`src/rtl/uart_rx_deserializer.sv`:
```
// uart_rx_deserializer
// UART receive front end: synchronizes the serial line, finds the start edge,
// samples each bit at its centre and delivers the deframed word with a
// one-cycle rx_valid strobe, plus one-cycle framing/parity error pulses.
// Optional parity support is compiled in by defining UART_RX_PARITY_EN;
// without it the frame is start + WORD_LENGTH data bits + stop and
// parity_error is held at 0.
module uart_rx_deserializer #(
    parameter int WORD_LENGTH  = 8,
    parameter int CLKS_PER_BIT = 434,
    parameter int PARITY_ODD   = 0
) (
    input  logic                   clk,
    input  logic                   reset,
    input  logic                   rx,
    output logic [WORD_LENGTH-1:0] rx_data,
    output logic                   rx_valid,
    output logic                   frame_error,
    output logic                   parity_error,
    output logic                   busy
);

    localparam int CNT_W = $clog2(CLKS_PER_BIT);
    localparam int BIT_W = (WORD_LENGTH > 1) ? $clog2(WORD_LENGTH) : 1;

    // Terminal counts: half a bit to reach the start-bit centre, then a full bit per sample
    localparam logic [CNT_W-1:0] HALF_LAST = CNT_W'(CLKS_PER_BIT / 2 - 1);
    localparam logic [CNT_W-1:0] FULL_LAST = CNT_W'(CLKS_PER_BIT - 1);
    localparam logic [BIT_W-1:0] LAST_BIT  = BIT_W'(WORD_LENGTH - 1);

    // Reject parameter values the centre-sampling scheme cannot support
    if (CLKS_PER_BIT < 4 || WORD_LENGTH < 2 || (PARITY_ODD != 0 && PARITY_ODD != 1)) begin : g_param_check
        $error("uart_rx_deserializer: unsupported parameter values");
    end

    typedef enum logic [2:0] {
        IDLE,
        START,
        DATA,
`ifdef UART_RX_PARITY_EN
        PARITY,
`endif
        STOP
    } state_t;

    state_t                 state;
    state_t                 state_next;
    logic                   rx_meta;
    logic                   rx_sync;
    logic                   rx_prev;
    logic [CNT_W-1:0]       clk_cnt;
    logic [CNT_W-1:0]       clk_cnt_next;
    logic [BIT_W-1:0]       bit_cnt;
    logic [BIT_W-1:0]       bit_cnt_next;
    logic [WORD_LENGTH-1:0] shift_reg;
    logic [WORD_LENGTH-1:0] shift_next;
    logic [WORD_LENGTH-1:0] data_next;
    logic                   valid_next;
    logic                   ferr_next;
    logic                   perr_next;
    logic                   parity_bad;
`ifdef UART_RX_PARITY_EN
    logic                   parity_bit;
    logic                   parity_bit_next;
    logic                   parity_expected;
`endif

    // Two-flop synchronizer plus one-cycle history for falling-edge detection
    always_ff @(posedge clk) begin
        if (!reset) begin
            rx_meta <= 1'b1;
            rx_sync <= 1'b1;
            rx_prev <= 1'b1;
        end else begin
            rx_meta <= rx;
            rx_sync <= rx_meta;
            rx_prev <= rx_sync;
        end
    end

    // Parity check against the assembled word (even: ^data, odd: ~^data)
    always_comb begin
`ifdef UART_RX_PARITY_EN
        parity_expected = (PARITY_ODD != 0) ? ~^shift_reg : ^shift_reg;
        parity_bad      = (parity_bit != parity_expected);
`else
        parity_bad      = 1'b0;
`endif
    end

    // Next-state and datapath decisions; each state waits for its sample point
    always_comb begin
        state_next   = state;
        clk_cnt_next = clk_cnt;
        bit_cnt_next = bit_cnt;
        shift_next   = shift_reg;
        data_next    = rx_data;
        valid_next   = 1'b0;
        ferr_next    = 1'b0;
        perr_next    = 1'b0;
`ifdef UART_RX_PARITY_EN
        parity_bit_next = parity_bit;
`endif
        case (state)
            IDLE: begin
                if (rx_prev && !rx_sync) begin
                    state_next   = START;
                    clk_cnt_next = '0;
                end
            end
            START: begin
                if (clk_cnt == HALF_LAST) begin
                    clk_cnt_next = '0;
                    bit_cnt_next = '0;
                    state_next   = rx_sync ? IDLE : DATA;
                end else begin
                    clk_cnt_next = clk_cnt + 1'b1;
                end
            end
            DATA: begin
                if (clk_cnt == FULL_LAST) begin
                    clk_cnt_next = '0;
                    shift_next   = {rx_sync, shift_reg[WORD_LENGTH-1:1]};
                    if (bit_cnt == LAST_BIT) begin
                        bit_cnt_next = '0;
`ifdef UART_RX_PARITY_EN
                        state_next   = PARITY;
`else
                        state_next   = STOP;
`endif
                    end else begin
                        bit_cnt_next = bit_cnt + 1'b1;
                    end
                end else begin
                    clk_cnt_next = clk_cnt + 1'b1;
                end
            end
`ifdef UART_RX_PARITY_EN
            PARITY: begin
                if (clk_cnt == FULL_LAST) begin
                    clk_cnt_next    = '0;
                    parity_bit_next = rx_sync;
                    state_next      = STOP;
                end else begin
                    clk_cnt_next = clk_cnt + 1'b1;
                end
            end
`endif
            STOP: begin
                if (clk_cnt == FULL_LAST) begin
                    clk_cnt_next = '0;
                    state_next   = IDLE;
                    ferr_next    = !rx_sync;
                    perr_next    = parity_bad;
                    valid_next   = rx_sync && !parity_bad;
                    if (rx_sync && !parity_bad) begin
                        data_next = shift_reg;
                    end
                end else begin
                    clk_cnt_next = clk_cnt + 1'b1;
                end
            end
            default: begin
                state_next   = IDLE;
                clk_cnt_next = '0;
                bit_cnt_next = '0;
            end
        endcase
    end

    // State, counters and registered outputs; reset abandons any frame silently
    always_ff @(posedge clk) begin
        if (!reset) begin
            state        <= IDLE;
            clk_cnt      <= '0;
            bit_cnt      <= '0;
            shift_reg    <= '0;
            rx_data      <= '0;
            rx_valid     <= 1'b0;
            frame_error  <= 1'b0;
            parity_error <= 1'b0;
`ifdef UART_RX_PARITY_EN
            parity_bit   <= 1'b0;
`endif
        end else begin
            state        <= state_next;
            clk_cnt      <= clk_cnt_next;
            bit_cnt      <= bit_cnt_next;
            shift_reg    <= shift_next;
            rx_data      <= data_next;
            rx_valid     <= valid_next;
            frame_error  <= ferr_next;
            parity_error <= perr_next;
`ifdef UART_RX_PARITY_EN
            parity_bit   <= parity_bit_next;
`endif
        end
    end

    assign busy = (state != IDLE);

endmodule
```
`config.mk`:
```
export PLATFORM = sky130hd
export DESIGN_NAME = uart_rx_deserializer
export DESIGN_NICKNAME = d
export VERILOG_FILES = /design/src/rtl/uart_rx_deserializer.sv
export SDC_FILE = /design/constraint.sdc
export NUM_CORES = 1
export LEC_CHECK = 0
export CORE_UTILIZATION = 60
export DETAILED_ROUTE_END_ITERATION = 12
export PLACE_DENSITY_LB_ADDON = 0.15
export SYNTH_ARGS = -nofsm -noshare
export SYNTH_HDL_FRONTEND = slang
export SYNTH_SLANG_ARGS = --single-unit
```
`constraint.sdc`:
```
create_clock -name clk -period 3.6 [get_ports clk]
set_input_delay 0.72 -clock clk [delete_from_list [all_inputs] [get_ports clk]]
set_output_delay 0.72 -clock clk [all_outputs]
set_load 0.02 [all_outputs]
```
# Word level (Yosys, flattened, before mapping)
# Cells that the tools add are included.
[word_totals]
out_inout_bits = 12
in_bits = 3
mem_bits_rw = 0
memories = 0
mem_bits_ro = 0
register_bits = 36
latchBits = 0
elab_cells = 50
[classes]
n_bitwise = 1
eq_ne = 11
mux = 15
order_cmp = 0
shift = 0
n_mul = 0
reduce_logical = 11
addsub = 2
div_mod_pow = 0
[op_table]
columns = ["op", "n"]
rows = [
  ["$mux 9", 3],
  ["$pmux 9 s3", 1],
  ["$mux 3", 8],
  ["$pmux 3 s4", 1],
  ["$ne 2x2->1 const B", 5],
  ["$add 9x1->9 const B", 1],
  ["$eq 9x8->1 const B", 1],
  ["$eq 9x9->1 const B", 1],
  ["$pmux 3 s3", 1],
  ["$reduce_and 3->1", 3],
  ["$eq 3x2->1 const B", 2],
  ["$reduce_and 5->1", 1],
  ["$reduce_or 2->1", 2],
  ["$add 3x1->3 const B", 1],
  ["$eq 3x1->1 const B", 1],
  ["$eq 3x3->1 const B", 1],
  ["$logic_not 3->1", 1],
  ["$reduce_bool 3->1", 1],
  ["$mux 2", 1],
  ["$reduce_and 2->1", 1],
  ["$logic_and 1x1->1", 1],
  ["$logic_not 1->1", 1],
  ["$not 1->1", 1],
]

# Logic depth before layout (Yosys ltp)
[depth]
ltp_word = 4
ltp_mapped = 9
depth_no_buf = 7

# Worst setup path after synthesis
# No wires, ideal clock.
[synth_timing]
kind = "register to register"
start = "register clk_cnt[1]"
end = "register clk_cnt[5]"
path_stages_with_launch = 8
arrival_ps = 1634
slack_ps = 1891
period_less_slack_ps = 1709
setup_ps = 74
required_ps = 3526
path_buffers = 0
cell_sequence = "dfxtp_1 inv_1 ha_1 nand4bb_1 o22ai_2 a21oi_4 or4b_1 a31oi_1"
[synth_via]
elab_chain_cells = 3
word_cells_on_any_way = 6
classes_between = "add/sub (1); eq/ne (2); mux (3)"
[synth_rtl]
columns = ["element", "line", "rtl"]
rows = [
  ["from (decl)", "51", "logic [CNT_W-1:0] clk_cnt;"],
  ["from (signal assigned)", "187", "clk_cnt <= clk_cnt_next;"],
  ["$add 9x1->9 (tied with other cells)", "117, 135, 160", ""],
  ["$mux 9, on equally long branches", "121, 150, 112", ""],
  ["$pmux 9 s3 *", "104", "case (state)"],
]
# Mark *: on every way between the ends. The rest lies on a longest branch, timed or not.
# A chain may end at the register's enable or synchronous reset.

# Final worst setup path
[layout_timing]
start = "register state[0]"
end = "output port busy"
[layout_via]
elab_chain_cells = 1
[layout_rtl]
columns = ["element", "line", "rtl"]
rows = [
  ["from (decl)", "46", "state_t state;"],
  ["from (signal assigned)", "186", "state <= state_next;"],
  ["$reduce_bool 3->1", "200", "assign busy = (state != IDLE);"],
  ["to (decl)", "20", "output logic busy"],
]
# Every way passes these cells.

==> results.md <==
- For this run, global-route usage on met2 was measured as 0.449.
- Of the cells placed in the final design, the portion with a size suffix greater than 1 is 0.0707.
- The number of buffers added by the clock tree synthesis step is 5.
- The path class of the lowest-slack min-delay path is flop to flop.
- The flow ran to the end, and the final reports show no timing, DRC or antenna violations.
- Of the available clock period, the critical path in the final layout requires 0.712.
- The most congested layer reported by global routing is met2.
- The signal arrival time at the worst endpoint is 1.84 ns.
- The post-detailed-route via-to-cell ratio is 5.71.
- For this design the ratio of total power to cell area is 453 nW/um2.
- Each instance of the synthesized netlist takes up on average 8.77 um2.
- Counting instances in the post-synthesis netlist gives the leading cell types as sky130_fd_sc_hd__dfxtp_1 (35), sky130_fd_sc_hd__nand3_1 (25), sky130_fd_sc_hd__nand2_1 (21).
- Clock-pin slew was measured on the worst setup and hold paths at 0.10 ns.
- In this run the deepest clock path goes through 2 buffers.
- In this run, synthesis produced a sequential element count of 35.
- Gates resized during post-CTS repair numbered 0.
- The global-route met1 utilization is 0.234.
- The initialized floorplan defines 18 standard-cell rows.
- The later pin in the worst-skew pair is clocked with a latency of 0.34 ns.
- Yosys mapped a number of flops with a built-in enable equal to 0.
- The tool flagged a number of max-cap violations equal to 0.
- The final number of hold-violating endpoints is 0.
- For this run the aggregate overflow at the end of global routing stands at 0.
- The worst setup path is launched from a flop.
- Clock skew on the completed layout was measured at 0.0124 ns.
- The residual DRC count is 0.
- The total area of multi-input combinational cells is 850 um2.
- VDD sags by at most 411 uV.
- Synthesis instantiated 34 different standard cells from the library.
- The worst endpoint required time is 2.88 ns.
- After floorplanning, the core was sized to cover 2520 um2.
- The synthesized area is 1620 um2.
- The die covers 2910 um2.
- The clock drives 35 sinks.
- The synthesized net count is 199.
- The final-stage net count is 211.
- The tree is rooted in a sky130_fd_sc_hd__clkbuf_4.
- sky130_fd_sc_hd__dfxtp_1 is the most common cell in the netlist.
- For this block, the routed nets add up to 3110 um of wire.
- The internal portion of the total power is 0.589 mW.
- The largest fanout of any net on the critical path is 6.
- The met3 layer usage reported by global route is 0.0847.
- The number of nets still failing antenna checks after routing is 0.
- In this run the tightest slew margin relative to its limit is 0.474.
- The share of the Yosys chip area taken by registers is 0.432.
- Setup repair after global routing left no endpoint under its margin.
- The total negative setup slack is 0 ns.
- The relative contribution of sequential cells to total power is 0.488.
- The critical path is of the flop to output port type.
- Of the total power, the share spent switching nets is 0.292.
- Once placement completed, the tool counted placed cells totaling 220.
- The initial core utilization is 0.643.
- The total track usage is 0.234.
- For the pin with the worst max-slew slack, the measured transition is 0.788 ns.
- The HPWL reported at the end of detailed placement is 2240 um.
- Detailed routing inserted a total of 1,301 vias.
- The share of total power dissipated in combinational logic is 0.172.
- The count of endpoints failing setup in the final report is 0.
- Once layout is complete, the cells apart from fillers number 228.
- The initial antenna violation count is 0.
- The total setup buffers inserted after CTS is 0.
- For this design the top-level I/O count stands at 15.
- The flip-flop count of the largest register after layout is 9.
- 0 antenna diodes ended up in the layout.
- The filler cells instantiated in the layout total 209.
- The leakage power total is 0.756 nW.
- The area occupied by registers is 701 um2.
- The total count of max-transition violations in the final report is 0.
- The detailed router's first-iteration violation count is 20.
- The library cell with the largest summed area after synthesis is sky130_fd_sc_hd__dfxtp_1.
- The clock share of power is 0.340.
- The first-pass GRT wire length is 4810 um.
- Buffers inserted to repair hold after CTS numbered 0.
- The fraction of registers with async set/reset is 0.
- The worst path needs 2.56 ns of the cycle, external delays included.
- The share of synthesized area in the top cell type comes to 0.432.
- The Yosys step of the flow raised 0 warnings.
- TritonCTS built the clock tree.
- The element type at the critical path end is an output port.
- The die is 54.0 um tall.
- The final routed wire length divided by cell count is 13.6 um.
- The H-tree level count is 2.
- The switching power total is 0.243 mW.
- The number of input and output port buffers inserted is 13.
- Final hold analysis gives a worst-case slack of 0.426 ns.
- Synthesis produced a netlist whose cell count is 185.
- Entering global routing, the biggest net connects 25 pins.
- In the post-synthesis netlist, the biggest area contributors are sky130_fd_sc_hd__dfxtp_1 (43%), sky130_fd_sc_hd__ha_1 (8.5%), sky130_fd_sc_hd__nand3_1 (7.7%), sky130_fd_sc_hd__mux2i_1 (6.8%), sky130_fd_sc_hd__nand2_1 (4.9%).
- From synthesis to final layout, the design area changed by 13.3%.
- The highest achievable clock rate is 0.390 GHz.
- For this run, the detailed router's first-pass iteration total came to 4.
- The top flip-flop cell by instance count after synthesis is sky130_fd_sc_hd__dfxtp_1.
- The die is 54.0 um wide.
- The number of global-route vias before repair came to 1,143.
- The congestion estimate from routability-driven global placement came to 0.826.
==> through the flow <==
step / instance area [um2] / utilization / worst slack, ns / power (mW)
floorplan: 1620 / - / 1.89 / 0.520
global placement: 1760 / 0.696 / 1.08 / 0.552
detailed placement: 1760 / 0.696 / 1.03 / 0.556
CTS: 1840 / 0.728 / 1.02 / 0.837
global route: 1840 / 0.728 / 0.927 / 0.869
finish: 1840 / 0.728 / 1.04 / 0.832
==> power by group through the flow <==
stage / sequential (mW) / combinational (mW) / clock, mW
finish: 0.406 / 0.143 / 0.283
global route: 0.407 / 0.156 / 0.306
CTS: 0.406 / 0.143 / 0.289
detailed placement: 0.415 / 0.142 / 0
global placement: 0.413 / 0.139 / 0
floorplan: 0.411 / 0.109 / 0
==> area by class of cell <==
cell class,instances,share of cell area
clock buffer,5,0.0204
multi-input combinational,133,0.463
clock inverter,3,0.0238
timing repair buffer,14,0.0749
sequential,35,0.381
tap,30,0.0204
inverter,8,0.0163
==> cells in the final DEF (no fill, tap or decap), types with 3 or more instances in the layout <==
cell,n
sky130_fd_sc_hd__dfxtp_1,35
sky130_fd_sc_hd__nand3_1,25
sky130_fd_sc_hd__nand2_1,21
sky130_fd_sc_hd__nor2_1,16
sky130_fd_sc_hd__a21oi_1,13
sky130_fd_sc_hd__clkdlybuf4s50_1,13
sky130_fd_sc_hd__mux2i_1,11
sky130_fd_sc_hd__ha_1,11
sky130_fd_sc_hd__inv_1,8
sky130_fd_sc_hd__clkbuf_4,5
sky130_fd_sc_hd__nand2b_1,3
sky130_fd_sc_hd__nor3_1,3
sky130_fd_sc_hd__nand4_1,3
==> kinds of logic after synthesis <==
logic type / after synthesis / share of synthesized area
XOR/XNOR: 3 / 0.0162
AND/OR/NAND/NOR: 83 / 0.255
buffers and inverters: 17 / 0.0440
AO/OA/AOI/OAI: 24 / 0.0972
flip-flops: 35 / 0.432
adder cells (fa/ha/maj): 11 / 0.0849
other: 1 / 0.00231
multiplexers: 11 / 0.0679
==> worst paths after layout <==
check,depth (start not counted),start,slack [ns],endpoint
setup / recovery,4,state[0],1.04,busy
hold reg to reg,1,rx_meta,0.43,rx_sync
hold / removal,1,rx_meta,0.43,rx_sync
setup reg to reg,6,state[0],1.49,clk_cnt[5]
==> worst max-delay path, stage by stage, from the launching register on <==
cell and delay [ns]:
sky130_fd_sc_hd__dfxtp_1 0.44, sky130_fd_sc_hd__inv_1 0.11, sky130_fd_sc_hd__ha_1 0.24, sky130_fd_sc_hd__inv_1 0.11
sky130_fd_sc_hd__clkdlybuf4s50_1 0.61
==> metal layers <==
metal	part of all wire	vias to the layer above
met5	0	-
met2	0.53	23
met4	0	0
li1	-	662
met1	0.44	616
met3	0.033	0
Note: power is estimated with default switching activity, not from simulation.
